<file path="src/rtl/layer_ctl_pkg.sv">
// Shared types and default command codes for the layer write controller.
package layer_ctl_pkg;

   typedef enum logic [2:0] {
      IDLE  = 3'd0,
      ADDR  = 3'd1,
      DATA  = 3'd2,
      LSEL  = 3'd3,
      LDATA = 3'd4,
      DONE  = 3'd5
   } state_t;

   localparam logic [7:0] CMD_ADDR_WR_DEF  = 8'hcc;
   localparam logic [7:0] CMD_DATA_WR_DEF  = 8'hda;
   localparam logic [7:0] CMD_LAYER_WR_DEF = 8'hdb;

endpackage

</file>
<file path="src/rtl/edge2en.sv">
// Registers a level input and produces one-cycle rise/fall enables, one cycle after the pin.
module edge2en (
   input  logic clk_in,
   input  logic rst_in,
   input  logic sig_in,
   output logic rise_out,
   output logic fall_out
);

   logic sync_r;
   logic prev_r;

   // Idle-high history so a released chip select does not fake a rising edge
   always_ff @(posedge clk_in or posedge rst_in) begin
      if (rst_in) begin
         sync_r <= 1'b1;
         prev_r <= 1'b1;
      end else begin
         sync_r <= sig_in;
         prev_r <= sync_r;
      end
   end

   assign rise_out = sync_r & ~prev_r;
   assign fall_out = ~sync_r & prev_r;

endmodule

</file>
<file path="src/rtl/layer_ctl_gen.sv">
// SPI byte stream to layer-RAM write strobes; optional sticky protocol error
// flag enabled with macro LAYER_CTL_ERR_EN.
module layer_ctl_gen
   import layer_ctl_pkg::*;
#(
   parameter int          LAYERS       = 8,
   parameter int          ADDRS        = 64,
   parameter int          COLORS       = 3,
   parameter logic [7:0]  CMD_ADDR_WR  = CMD_ADDR_WR_DEF,
   parameter logic [7:0]  CMD_DATA_WR  = CMD_DATA_WR_DEF,
   parameter logic [7:0]  CMD_LAYER_WR = CMD_LAYER_WR_DEF,
   localparam int         AW           = $clog2(ADDRS)
) (
   input  logic              clk_in,
   input  logic              rst_in,
   input  logic              dc_in,
   input  logic              spi_cs_n_in,
   input  logic              byte_rdy_in,
   input  logic [7:0]        byte_data_in,
   output logic              frame_rdy_out,
   output logic [AW-1:0]     wr_addr_out,
   output logic [COLORS:0]   byte_en_out,
   output logic [LAYERS-1:0] layer_en_out,
   output logic              busy_out,
   output logic              err_out
);

   localparam logic [COLORS-1:0] COLOR_MSB = COLORS'(1'b1) << (COLORS - 1);
   localparam logic [LAYERS-1:0] LAYER_MSB = LAYERS'(1'b1) << (LAYERS - 1);

   state_t              state_r, state_nxt;
   logic [AW-1:0]       addr_r, addr_nxt;
   logic [COLORS-1:0]   colour_r, colour_nxt, colour_rot;
   logic                addr_en_r, addr_en_nxt;
   logic [LAYERS-1:0]   layer_r, layer_nxt, layer_rot;
   logic                frame_r, frame_nxt;
   logic                busy_r, busy_nxt;
   logic                err_set;
   logic                restart;
   logic                last_word;
   logic                cs_rise_unused;

   edge2en u_cs_edge (
      .clk_in   (clk_in),
      .rst_in   (rst_in),
      .sig_in   (spi_cs_n_in),
      .rise_out (cs_rise_unused),
      .fall_out (restart)
   );

   assign last_word = (addr_r == AW'(ADDRS - 1));

   // One-hot right rotations; written as a select so COLORS = 1 stays legal
   always_comb begin
      colour_rot = colour_r[0] ? COLOR_MSB : (colour_r >> 1);
      layer_rot  = layer_r[0]  ? LAYER_MSB : (layer_r >> 1);
   end

   // Next-state and pointer update for commands, data bytes and CS restart
   always_comb begin
      state_nxt   = state_r;
      addr_nxt    = addr_r;
      colour_nxt  = colour_r;
      addr_en_nxt = addr_en_r;
      layer_nxt   = layer_r;
      frame_nxt   = 1'b0;
      err_set     = 1'b0;
      if (restart) begin
         state_nxt   = IDLE;
         addr_nxt    = '0;
         colour_nxt  = '0;
         addr_en_nxt = 1'b0;
         layer_nxt   = '0;
      end else if (byte_rdy_in && !dc_in) begin
         addr_nxt    = '0;
         colour_nxt  = '0;
         addr_en_nxt = 1'b0;
         layer_nxt   = '0;
         case (byte_data_in)
            CMD_ADDR_WR: begin
               state_nxt   = ADDR;
               addr_en_nxt = 1'b1;
               layer_nxt   = '1;
            end
            CMD_DATA_WR: begin
               state_nxt  = DATA;
               colour_nxt = COLOR_MSB;
               layer_nxt  = LAYER_MSB;
            end
            CMD_LAYER_WR: state_nxt = LSEL;
            default:      state_nxt = IDLE;
         endcase
      end else if (byte_rdy_in) begin
         case (state_r)
            ADDR: begin
               if (last_word) begin
                  state_nxt   = DONE;
                  addr_nxt    = '0;
                  addr_en_nxt = 1'b0;
                  layer_nxt   = '0;
                  frame_nxt   = 1'b1;
               end else begin
                  addr_nxt = addr_r + AW'(1'b1);
               end
            end
            DATA, LDATA: begin
               colour_nxt = colour_rot;
               if (colour_r[0] && last_word) begin
                  addr_nxt  = '0;
                  layer_nxt = layer_rot;
                  // A single-layer write ends at its own last word
                  if (layer_r[0] || state_r == LDATA) begin
                     state_nxt  = DONE;
                     colour_nxt = '0;
                     layer_nxt  = '0;
                     frame_nxt  = 1'b1;
                  end else begin
                     state_nxt = state_r;
                  end
               end else if (colour_r[0]) begin
                  addr_nxt = addr_r + AW'(1'b1);
               end else begin
                  addr_nxt = addr_r;
               end
            end
            LSEL: begin
               if (32'(byte_data_in) < LAYERS) begin
                  state_nxt  = LDATA;
                  layer_nxt  = LAYERS'(1'b1) << byte_data_in;
                  colour_nxt = COLOR_MSB;
                  addr_nxt   = '0;
               end else begin
                  state_nxt = DONE;
                  err_set   = 1'b1;
               end
            end
            default: err_set = 1'b1;
         endcase
      end else begin
         state_nxt = state_r;
      end
      busy_nxt = state_nxt inside {ADDR, DATA, LSEL, LDATA};
   end

   // Controller state and registered outputs
   always_ff @(posedge clk_in or posedge rst_in) begin
      if (rst_in) begin
         state_r   <= IDLE;
         addr_r    <= '0;
         colour_r  <= '0;
         addr_en_r <= 1'b0;
         layer_r   <= '0;
         frame_r   <= 1'b0;
         busy_r    <= 1'b0;
      end else begin
         state_r   <= state_nxt;
         addr_r    <= addr_nxt;
         colour_r  <= colour_nxt;
         addr_en_r <= addr_en_nxt;
         layer_r   <= layer_nxt;
         frame_r   <= frame_nxt;
         busy_r    <= busy_nxt;
      end
   end

`ifdef LAYER_CTL_ERR_EN
   logic err_r;

   // Sticky error, cleared only by reset or a new CS session
   always_ff @(posedge clk_in or posedge rst_in) begin
      if (rst_in) begin
         err_r <= 1'b0;
      end else if (restart) begin
         err_r <= 1'b0;
      end else if (err_set) begin
         err_r <= 1'b1;
      end
   end

   assign err_out = err_r;
`else
   logic err_unused;
   assign err_unused = err_set;
   assign err_out    = 1'b0;
`endif

   // A byte dropped by the CS restart, or a command byte, must not write RAM
   assign layer_en_out  = layer_r & {LAYERS{byte_rdy_in & dc_in & ~restart}};
   assign byte_en_out   = {addr_en_r, colour_r};
   assign wr_addr_out   = addr_r;
   assign frame_rdy_out = frame_r;
   assign busy_out      = busy_r;

endmodule

</file>
<file path="config.mk">
export PLATFORM = sky130hd
export DESIGN_NAME = layer_ctl_gen
export DESIGN_NICKNAME = d
export VERILOG_FILES = /design/src/rtl/layer_ctl_pkg.sv /design/src/rtl/edge2en.sv /design/src/rtl/layer_ctl_gen.sv
export SDC_FILE = /design/constraint.sdc
export NUM_CORES = 1
export LEC_CHECK = 0
export ABC_AREA = 1
export CORE_MARGIN = 2
export CORE_UTILIZATION = 30
export CTS_CLUSTER_DIAMETER = 80
export DETAILED_ROUTE_END_ITERATION = 10
export SLEW_MARGIN = 20
export SYNTH_ARGS = -nofsm -noshare
export SYNTH_HDL_FRONTEND = slang
export SYNTH_SLANG_ARGS = --single-unit
</file>
<file path="constraint.sdc">
create_clock -name clk_in -period 3.39 [get_ports clk_in]
set_clock_uncertainty 0.1 [all_clocks]
set_input_delay 0.678 -clock clk_in [delete_from_list [all_inputs] [get_ports clk_in]]
set_output_delay 0.678 -clock clk_in [all_outputs]
set_load 0.02 [all_outputs]
</file>
==> out/results.ini <==
[route]
vias_per_cell=4.59
first_iter_violations=97
vias=1555
ant_nets=0
drc=0
routed_wl_um=3850
dr.pass1.iters=4
wl_per_cell_um=11.4

[worst_setup_path]
arrival_ns=2.27
critical_path_required_ns=2.61
cp_max_fo=9
cp-end-kind=output pin
crit_slowest_cell=clkdlybuf4s50_1
reg2reg_setup_slack_ns=1.21
startpoint_type=primary input
reg2reg_to=layer_r[6]$_DFFE_PP0P_
reg2reg_depth=11
cpPeakStageDelay_ns=0.61
r2r-start=u_cs_edge.prev_r$_DFF_PP1_
timing.critical_path.cells=clkdlybuf4s50_1 > nand3_1 > buf_4 > nor2_1 > clkdlybuf4s50_1
cp_top_family=buffers and inverters
critPathBufInv=3
path_depth=5
crit_top_cell=clkdlybuf4s50_1
critical_path_class=primary input to output pin

[synthesis]
ys_ff_latch=25
synthArstFlopShare_pct=100
synth-edff-count=0
ys.flop_type=dfrtp_1
syn_area_per_cell_sq_um=7.08
ys_seq_area_share_pct=37.9
synth_cells=234
synth_fp_nets=248
synth.distinct_cells=31
ys_warn_count=0
netlist_area_sq_um=1660

[layout]
syn2layout_area_growth_pct=26.3
nets=282
finish.utilization_pct=38.7
antenna_cells=0
layout_common_cells=nand2_1 (63), clkdlybuf4s50_1 (32), inv_1 (30), dfrtp_1 (23), nor2_1 (20)
drive_gt1_share_pct=12.4
fin_area_sq_um=2090
final_common_cell=nand2_1
stdcell_count=339

[place]
io_buffers=32
place_ws_ns=0.327
place_area_sq_um=2050
dp_hpwl_um=2940
gp_congestion=0.812
dp.cells=335

[global_route]
overflow=0
grt.total_usage_pct=13.8
grt_pass1_wl_um=6860
grt_pass1_vias=1518
grt_start_max_net_pins=26
grt_antenna_before_repair=0

[sta]
period_share_pct=90.0
finalHoldViolCount=0
worstMarginPinSlew_ns=0.934
slew_headroom_pct=37.4
fin_ws_ns=0.337
finalMaxSlewViolations=0
hold-worst-slack_ns=0.268
fmax_ghz=0.328
rsz0062_at_grt=no
setup_tns_ns=0
period_needed_ns=3.05
setup_viol=0

[power_and_ir_drop]
power_density_nw_per_um2=464
sw_frac_of_total_pct=38.7
seqPwrFrac_pct=41.8
p_clk_share_pct=18.9
switching_power_uw=376
p_total_uw=970
p_leak_nw=0.988
power.share.combinational_pct=39.3
ir_drop_mv=0.263
internal_power_uw=594

[cts]
clockBufferDepth=2
cts_resized=0
cts_buffers=3
h-tree-depth=1
cts_root_buffer=clkbuf_8
postCtsSetupBuffers=0
clock_latency_ns=0.27
cts_sinks=25
clk_pin_slew_ns=0.09
ctsHoldBuffers=0
cts_tree=yes

[run]
drv_cap=0

[min_path]
holdPathStages=0
min_path_type=flip-flop to flip-flop
worstHoldEndpoint=u_cs_edge.prev_r$_DFF_PP1_
hp-start=u_cs_edge.sync_r$_DFF_PP1_

[floorplanning]
dieArea_sq_um=6140
die_h_um=78.3
initial_core_util_pct=30.7
dieWidth_um=78.3
fp.coreArea_sq_um=5410
pin_count=34
rows=27

[status]
outcome=complete, no violations

[flip-flops by register name, indices dropped and copies added, names as in the netlist]
| name | count |
|---|---|
| colour_r | 3 |
| wr_addr_out | 6 |
| frame_rdy_out | 1 |
| busy_out | 1 |
| u_cs_edge.sync_r | 1 |
| state_r | 3 |
| u_cs_edge.prev_r | 1 |
| addr_en_r | 1 |
| layer_r | 8 |
[logic make-up after synthesis]
kind of cell | after synthesis | share of synthesized area (%)
AOI/OAI and AO/OA | 42 | 15.0
xor gates and xnor gates | 1 | 0.528
adders and majority gates | 1 | 0.755
buffers and inverters | 41 | 10.4
DFF | 25 | 37.9
other | 1 | 0.226
and+or+nand+nor | 123 | 35.2
[Yosys cell counts, types with 2 or more instances]
cell type  count  area share (%)
nand2_1       63              14
inv_1         31             7.0
dfrtp_1       23              35
nor2_1        20             4.5
o21ai_0       16             4.8
nand3_1       14             4.2
a21oi_1       12             3.6
o21ai_2        8             4.2
nor3_1         7             2.1
nand2_2        5             1.9
buf_4          4             1.8
inv_2          4            0.91
nand4_1        4             1.5
o22ai_1        3             1.1
dfstp_2        2             3.2
nor2_2         2            0.75
nor2_4         2             1.4
[power groups by stage]
stage / registers (mW) / logic, mW / clock network (mW)
floorplan: 0.439 / 0.222 / 0
global placement: 0.411 / 0.382 / 0
detailed placement: 0.413 / 0.383 / 0
CTS: 0.406 / 0.385 / 0.192
global route: 0.417 / 0.431 / 0.202
finish: 0.406 / 0.381 / 0.183
[final cells by class]
type / count / area [sq um]
Timing Repair Buffer: 34 / 335
Multi-Input combinational cell: 168 / 857
Clock buffer: 4 / 45.0
Fill cell: 600 / 3310
Sequential cell: 25 / 628
Inverter: 36 / 138
Tap cell: 72 / 90.1
[layer usage]
layer	vias up	track usage [%]	routed length, um
met2	25	23.7	1900
met4	0	3.68	34
met3	4	2.53	144
met5	-	0	0
li1	815	-	-
met1	711	17.8	1770
[how the worst max path moves through the flow]
stage / from / end
2_1_floorplan: u_cs_edge.sync_r$_DFF_PP1_ / layer_en_out[0]
3_3_place_gp: byte_rdy_in / layer_en_out[0]
3_5_place_dp: byte_rdy_in / layer_en_out[1]
4_1_cts: byte_rdy_in / layer_en_out[1]
5_1_grt: byte_rdy_in / layer_en_out[0]
6_report: byte_rdy_in / layer_en_out[1]
Note: power is estimated with default switching activity, not from simulation.
